$ cat src/rtl/pc_fetch_unit.sv
// Instruction fetch stage.
// Owns the program counter, issues one memory request per PC, and presents
// the fetched word to decode. A redirect that arrives while a fetch is in
// flight lets the request finish, then drops its data and continues at the
// redirect target.
//
//  state | meaning
//  ------+-----------------------------------------------------------
//  IDLE  | no request outstanding; waiting for Stall to clear
//  REQ   | MemReq high at PC; waiting for MemAck
//  HOLD  | InstrOut/InstrPC presented to decode; waiting for acceptance
module pc_fetch_unit #(
    parameter int                ADDR_W   = 16,
    parameter int                DATA_W   = 16,
    parameter logic [ADDR_W-1:0] RESET_PC = 16'h0000
) (
    input  logic              clk,
    input  logic              rst_n,
    output logic [ADDR_W-1:0] PC,
    input  logic [ADDR_W-1:0] PCPlusTwo,
    output logic              MemReq,
    input  logic              MemAck,
    input  logic [DATA_W-1:0] MemData,
    input  logic              Redirect,
    input  logic [ADDR_W-1:0] RedirectPC,
    input  logic              Stall,
    output logic              InstrValid,
    input  logic              InstrReady,
    output logic [DATA_W-1:0] InstrOut,
    output logic [ADDR_W-1:0] InstrPC
);

    typedef enum logic [1:0] {
        ST_IDLE = 2'd0,
        ST_REQ  = 2'd1,
        ST_HOLD = 2'd2
    } state_t;

    state_t            state_q, state_d;
    logic [ADDR_W-1:0] pc_q, pc_d;
    logic [DATA_W-1:0] instr_out_q, instr_out_d;
    logic [ADDR_W-1:0] instr_pc_q, instr_pc_d;
    logic              squash_q, squash_d;
    logic [ADDR_W-1:0] target_q, target_d;

    // State register
    always_ff @(posedge clk or negedge rst_n) begin
        if (!rst_n) begin
            state_q <= ST_IDLE;
        end else begin
            state_q <= state_d;
        end
    end

    // Datapath registers: PC, presented word, squash flag, deferred target
    always_ff @(posedge clk or negedge rst_n) begin
        if (!rst_n) begin
            pc_q        <= RESET_PC;
            instr_out_q <= '0;
            instr_pc_q  <= '0;
            squash_q    <= 1'b0;
            target_q    <= '0;
        end else begin
            pc_q        <= pc_d;
            instr_out_q <= instr_out_d;
            instr_pc_q  <= instr_pc_d;
            squash_q    <= squash_d;
            target_q    <= target_d;
        end
    end

    // Next-state logic; a completed fetch that is redirected or squashed
    // goes straight back to fetching instead of presenting anything
    always_comb begin
        state_d = state_q;
        case (state_q)
            ST_IDLE: begin
                if (!Stall) state_d = ST_REQ;
            end
            ST_REQ: begin
                if (MemAck) begin
                    if (Redirect || squash_q) state_d = Stall ? ST_IDLE : ST_REQ;
                    else                      state_d = ST_HOLD;
                end
            end
            ST_HOLD: begin
                if (Redirect || InstrReady) state_d = Stall ? ST_IDLE : ST_REQ;
            end
            default: state_d = ST_IDLE;
        endcase
    end

    // Datapath next values; the PC never moves while a request is pending
    always_comb begin
        pc_d        = pc_q;
        instr_out_d = instr_out_q;
        instr_pc_d  = instr_pc_q;
        squash_d    = squash_q;
        target_d    = target_q;
        case (state_q)
            ST_IDLE: begin
                if (Redirect) pc_d = RedirectPC;
            end
            ST_REQ: begin
                if (MemAck) begin
                    squash_d = 1'b0;
                    if (Redirect) begin
                        pc_d = RedirectPC;
                    end else if (squash_q) begin
                        pc_d = target_q;
                    end else begin
                        instr_out_d = MemData;
                        instr_pc_d  = pc_q;
                        pc_d        = PCPlusTwo;
                    end
                end else if (Redirect) begin
                    // Later redirects overwrite the target; the last one wins
                    squash_d = 1'b1;
                    target_d = RedirectPC;
                end
            end
            ST_HOLD: begin
                if (Redirect) pc_d = RedirectPC;
            end
            default: ;
        endcase
    end

    // Outputs decoded from state and registers
    always_comb begin
        MemReq     = (state_q == ST_REQ);
        InstrValid = (state_q == ST_HOLD);
        PC         = pc_q;
        InstrOut   = instr_out_q;
        InstrPC    = instr_pc_q;
    end

endmodule

$ cat config.mk
export PLATFORM = sky130hd
export DESIGN_NAME = pc_fetch_unit
export DESIGN_NICKNAME = d
export VERILOG_FILES = /design/src/rtl/pc_fetch_unit.sv
export SDC_FILE = /design/constraint.sdc
export NUM_CORES = 1
export LEC_CHECK = 0
export CAP_MARGIN = 20
export CORE_UTILIZATION = 51
export CTS_BUF_LIST = sky130_fd_sc_hd__clkbuf_8
export CTS_CLUSTER_DIAMETER = 40
export CTS_CLUSTER_SIZE = 16
export DETAILED_ROUTE_END_ITERATION = 8
export PLACE_DENSITY = 0.95
export SYNTH_ARGS = -nofsm -noshare
export SYNTH_HDL_FRONTEND = slang
export SYNTH_SLANG_ARGS = --single-unit
export TNS_END_PERCENT = 100
$ cat constraint.sdc
create_clock -name clk -period 3 [get_ports clk]
set_input_delay 0.6 -clock clk [delete_from_list [all_inputs] [get_ports clk]]
set_output_delay 0.6 -clock clk [all_outputs]
set_load 0.03 [all_outputs]
==> summary.txt, run 1 <==
Die
  – Starting density of the core: 0.530
  – # rows: 28
  – Die Wd: 80.5 um
  – I/O pin count: 104
  – Die area: 6470 um^2
  – Die Ht: 80.5 um
  – Core area: 5920 um^2

GRT
  – Met1 Use GR: 0.303
  – First-pass GRT wire length: 12,500 um
  – Initial antenna violation count: 0
  – Number of global-route vias before repair: 2,479
  – GRT Total Usage: 0.264
  – Largest net degree at the start of global routing: between 60 and 70
  – Met2 GRT Util: 0.472
  – GRT busiest layer: met2
  – Grt met3 use: 0.0739
  – Total gr overflow: 0

Run
  – Max Cap Violations: 0

STA
  – # setup viols final: 0
  – Final hold slack: 0.427 ns
  – Accumulated negative setup slack: 0 ns
  – RSZ-0062 raised after global routing: no
  – Max transition margin: 0.430
  – Clock skew: 0.00513 ns
  – Max Slew Vio Count: 0
  – Period minus WS final: 2.72 ns
  – Highest achievable clock rate: 368 MHz
  – Worst-Margin Slew: 0.856 ns
  – Part of the cycle the worst path needs: 0.905
  – Final Hold Viols: 0

Synth
  – Yosys reg bits: 67
  – Syn Nets: 285
  – Post-Syn Area: 3140 um^2
  – Synth Area in Compound Gates: 0.100
  – Simple-gate share of the synthesized area: 0.0235
  – Xor and xnor area share after synthesis: 0
  – Post-Syn Instances: ~230
  – Number of synthesized flops with an enable pin: 0
  – Main combinational cell family by area after synthesis: multiplexers
  – Leading register cell type out of synthesis: dfrtp_1
  – Mux contribution to synthesized area: 0.299
  – Post-synth ARST share: 1.00
  – Mean Syn Cell Area: 13.6 um^2
  – Synth Area in Adders: 0
  – Yosys warning count: 0
  – Netlist cell types: 22
  – Seq/Total Area, Yosys: 0.534

Worst setup path
  – Cells along the critical path: nor2b_4 -> clkdlybuf4s50_1
  – Startpoint Class: register
  – WP buf/inv: 1
  – CP required: 2.40 ns
  – CP peak stage delay: 0.72 ns
  – Critical-path top delay cell: dfrtp_1
  – Worst-path fanout max: 17
  – Crit path kind: register to primary output
  – Crit path depth: 2
  – CP top delay family: flip-flops
  – Critical Path AT: about 2.1 ns
  – CP Capture Type: primary output
  – R2R cell count: 4

Outcome
  – Status: finished clean

CTS
  – Clock Latency Late Sink: between 0.3 and 0.4 ns
  – Total clock sinks: between 60 and 70
  – H-Tree Depth: 3
  – CTS Buffer Depth: 2
  – Postcts setup bufs: 0
  – CTS clk-pin slew, worst paths: 0.07 ns
  – Num CTS Buffers: 9
  – CTS tree: done
  – CTS Hold Buffers Added: 0
  – Post-CTS Resized: 0
  – CTS Root Cell: clkbuf_8

Placed design
  – Post-detail-place hpwl: 5450 um
  – GP Congestion: 0.734
  – I/O Buffers: 103

Power and ir drop
  – Maximum vdd drop: 0.696 mV
  – P_leak: 1.80 nW
  – Total power: 4.68 mW
  – Power per Cell Area: between 1000 and 1500 nW/um^2

Routing
  – Vias: 2,389
  – Antenna viol nets, final: 0
  – Initial DRC Count: 137
  – Routed length per placed instance: 19.5 um
  – Via density: 5.78
  – First drt pass iteration count: 4
  – # DRC: 0
  – Routed WL: 8070 um

Layout
  – Final nets: ~390
  – P&R area growth vs syn: 40.1%
  – Layout fillers: ~370
  – Ant. Diodes: 0
  – Layout cells sized above 1: 0.314

Worst hold path
  – Class of the worst hold path: input port to async pin
## synthesized netlist by cell type, types with 2 or more instances
library cell  instances  area [um^2]
buf_2                 8         40.0
inv_1                 2         7.51
nor2_1                3         11.3
mux2_4               10          150
buf_6                 4         45.0
dfrtp_1              67         1680
o22ai_1              32          200
clkbuf_1              5         18.8
mux2_2               70          788
a21oi_1              18         90.1
## stage by stage
step            util  instance area (um^2)  worst slack, ns  std cells
2_1_floorplan      -                  3140             1.31        231
3_3_place_gp   0.710                  4200            0.702        398
3_5_place_dp   0.710                  4200            0.651        398
4_1_cts        0.743                  4400            0.300        413
5_1_grt        0.743                  4400            0.198        413
6_report       0.743                  4400            0.284        413
## sequential cells by signal, indices dropped and copies added (netlist names)
| name | flops |
|---|---|
| InstrOut | 16 |
| state_q | 2 |
| squash_q | 1 |
| target_q | 16 |
| InstrPC | 16 |
| PC | 16 |
## routing by layer
metal / vias up / share of wire / wire (um)
met5: - / 0 / 0
met4: 0 / 0.020 / 158
met3: 15 / 0.054 / 437
met2: 100 / 0.54 / 4360
met1: 1207 / 0.39 / 3120
li1: 1067 / - / -
## layout by cell type, fill, tap and decap left out, types with 3 or more instances in the layout
master / count
dfrtp_1: 67
o22ai_1: 32
nor2_1: 3
mux2_2: 70
buf_4: 7
clkdlybuf4s50_1: 102
a21oi_1: 18
clkbuf_8: 11
mux2_4: 10
inv_1: 4
## cell type report
type | count | area [um^2] | area share
inverters | 2 | 7.51 | 0.00171
multi-input cells | 143 | 1330 | 0.302
repair buffers | 111 | 1100 | 0.250
clock inverters | 4 | 42.5 | 0.00967
flip-flops and latches | 67 | 1680 | 0.381
well taps | 75 | 93.8 | 0.0213
clock buffers | 11 | 151 | 0.0344
## logic make-up after synthesis
logic type / after synthesis
buffers and inverters: 21
AO/OA/AOI/OAI: 53
multiplexers: 80
AND/OR/NAND/NOR: 10
flip-flops: 67
## report_power, final
part	internal [mW]	leakage [nW]	switching, mW
clock	0.418	0.108	0.322
sequential	1.32	0.778	0.313
combinational	1.14	0.913	1.16
total	2.88	1.80	1.80
## path summary, 6_finish.rpt
check | end | slack (ns) | startpoint
max | MemReq | 0.28 | state_q[0]$_DFFE_PN0P_
min | InstrOut[15]$_DFFE_PN0P_ | 0.43 | rst_n
max reg2reg | InstrPC[13]$_DFFE_PN0P_ | 0.79 | state_q[0]$_DFFE_PN0P_
min reg2reg | InstrPC[6]$_DFFE_PN0P_ | 0.51 | InstrPC[6]$_DFFE_PN0P_
max in group asynchronous | PC[12]$_DFFE_PN0P_ | 1.98 | rst_n
min in group clk | InstrPC[6]$_DFFE_PN0P_ | 0.51 | InstrPC[6]$_DFFE_PN0P_
No activity file was read; power rests on OpenSTA's default activity.
==> run 2, diff against run 1 <==
Settings changed: PLACE_DENSITY 0.95 to default, PLACE_DENSITY_LB_ADDON from default to 0.2.
==> run 2 against run 1 <==
Design area grew 1.6%. Largest cell class unchanged. Combinational power about the same. Clock power grew 35%. First-iteration DRC count down 18%. Non-clock buffer count is the same. Critical path type unchanged.
==> summary.txt, run 2 (synthesized netlist as in run 1, its figures left out) <==
Outcome
  – Status: finished clean

Die
  – Die Ht: around 80 um
  – I/O pin count: 104
  – Core area: around 6000 um^2
  – Starting density of the core: 0.530
  – # rows: 28
  – Die Wd: 80.5 um
  – Die area: roughly 6500 um^2

Power and ir drop
  – Maximum vdd drop: ~0.65 mV
  – Clk pwr share: 0.203
  – Combinational power share: 0.470
  – Sw Pwr: 1.80 mW
  – Seq pwr share: 0.327
  – Internal power: 3.10 mW
  – P_leak: 1.82 nW
  – Switch share: 0.368
  – Power per Cell Area: 1100 nW/um^2

STA
  – Worst-Margin Slew: 0.705 ns
  – Clock skew: 0.00689 ns
  – Part of the cycle the worst path needs: 0.786
  – Final Hold Viols: 0
  – # setup viols final: 0
  – Setup slack after layout: about 0.64 ns
  – Final hold slack: approximately 0.23 ns
  – Accumulated negative setup slack: 0 ns
  – Highest achievable clock rate: 424 MHz
  – RSZ-0062 raised after global routing: no
  – Max Slew Vio Count: 0
  – Max transition margin: 0.528
  – Period minus WS final: between 2 and 2.5 ns

GRT
  – Initial antenna violation count: 0
  – Largest net degree at the start of global routing: 33
  – First-pass GRT wire length: 12,000 um
  – Total gr overflow: 0
  – GRT Total Usage: 0.254
  – Number of global-route vias before repair: between 2,000 and 2,500

CTS
  – CTS tree: done
  – Num CTS Buffers: 9
  – CTS clk-pin slew, worst paths: 0.07 ns
  – CTS Buffer Depth: 2
  – Total clock sinks: 67
  – CTS Root Cell: clkbuf_8
  – Clock Latency Late Sink: 0.35 ns
  – H-Tree Depth: 3
  – Post-CTS Resized: 0
  – Postcts setup bufs: 0
  – CTS Hold Buffers Added: 0

Worst setup path
  – CP required: 2.40 ns
  – Startpoint Class: register
  – R2R setup slack: 1.13 ns
  – CP Capture Type: primary output
  – Worst-path fanout max: 6
  – Crit path kind: register to primary output
  – R2R cell count: 4
  – Critical Path AT: 1.76 ns

Run
  – Max Cap Violations: 0

Placed design
  – GP Congestion: 0.790
  – Post-detail-place hpwl: 5110 um
  – I/O Buffers: 103
  – Place WS: 0.530 ns
  – Placed instance count: 398

Layout
  – Final Non-Filler Cells: a little over 400
  – Final nets: roughly 390
  – Commonest non-fill, non-tap cell in the layout: clkdlybuf4s50_1
  – Ant. Diodes: 0
  – Layout cells sized above 1: 0.322
  – Layout fillers: between 400 and 500
  – P&R area growth vs syn: 42.3%
  – Commonest non-fill, non-tap cells in the layout: 102 x clkdlybuf4s50_1, 70 x mux2_2, 67 x dfrtp_1

Routing
  – # DRC: 0
  – Routed WL: between 7000 and 8000 um
  – Vias: 2,342
  – Via density: 5.66
  – Initial DRC Count: 112
  – First drt pass iteration count: 4
  – Routed length per placed instance: 18.4 um
  – Antenna viol nets, final: 0

Worst hold path
  – Class of the worst hold path: input port to async pin
==> run 2: cell types whose count changed in the layout (fill, tap and decap cells not counted) <==
cell and change:
clkinvlp_4 +2, clkbuf_8 -2, inv_1 -2, bufinv_16 +3
==> run 2: cell type report <==
cell class / count / area (um^2) / share of cell area
Clock buffer: 9 / 124 / 0.0277
Clock inverter: 7 / 140 / 0.0314
Inverter: 2 / 7.51 / 0.00168
Multi-Input combinational cell: 143 / 1330 / 0.297
Sequential cell: 67 / 1680 / 0.375
Tap cell: 75 / 93.8 / 0.0210
Timing Repair Buffer: 111 / 1100 / 0.246
==> run 2: worst max-delay path: stages (launching register included) <==
cell and delay [ns]:
dfrtp_1 0.45, nor2b_4 0.25, clkdlybuf4s50_1 0.72
==> run 2: routing by layer <==
layer | vias up | routed length, um | GRT usage
met5 | - | 0 | 0
met2 | 89 | 3800 | 0.416
met4 | 0 | 123 | 0.105
li1 | 1071 | - | -
met3 | 12 | 433 | 0.0636
met1 | 1170 | 3270 | 0.320
==> run 2: through the flow <==
stage          power, mW   util  cell area [um^2]
5_1_grt             5.12  0.755              4470
4_1_cts             4.92  0.755              4470
6_report            4.90  0.755              4470
2_1_floorplan       3.00      -              3140
3_3_place_gp        3.83  0.710              4200
3_5_place_dp        3.91  0.710              4200
==> run 2: power by group through the flow <==
stage / Combinational, mW / Clock, mW / Sequential [mW]
after floorplan: 0.828 / 0 / 2.17
after global placement: 2.25 / 0 / 1.58
after detailed placement: 2.30 / 0 / 1.61
after CTS: 2.32 / 1.00 / 1.60
after global routing: 2.42 / 1.05 / 1.65
final: 2.30 / 0.995 / 1.60
==> run 2: path summary, 6_finish.rpt <==
kind                                            end                    start
max                                          MemReq   state_q[0]$_DFFE_PN0P_
min                        InstrOut[13]$_DFFE_PN0P_                    rst_n
max reg2reg                InstrOut[12]$_DFFE_PN0P_   state_q[0]$_DFFE_PN0P_
min reg2reg                 target_q[3]$_DFFE_PN0P_  target_q[3]$_DFFE_PN0P_
max in group asynchronous        PC[12]$_DFFE_PN0P_                    rst_n
min in group clk            target_q[3]$_DFFE_PN0P_  target_q[3]$_DFFE_PN0P_
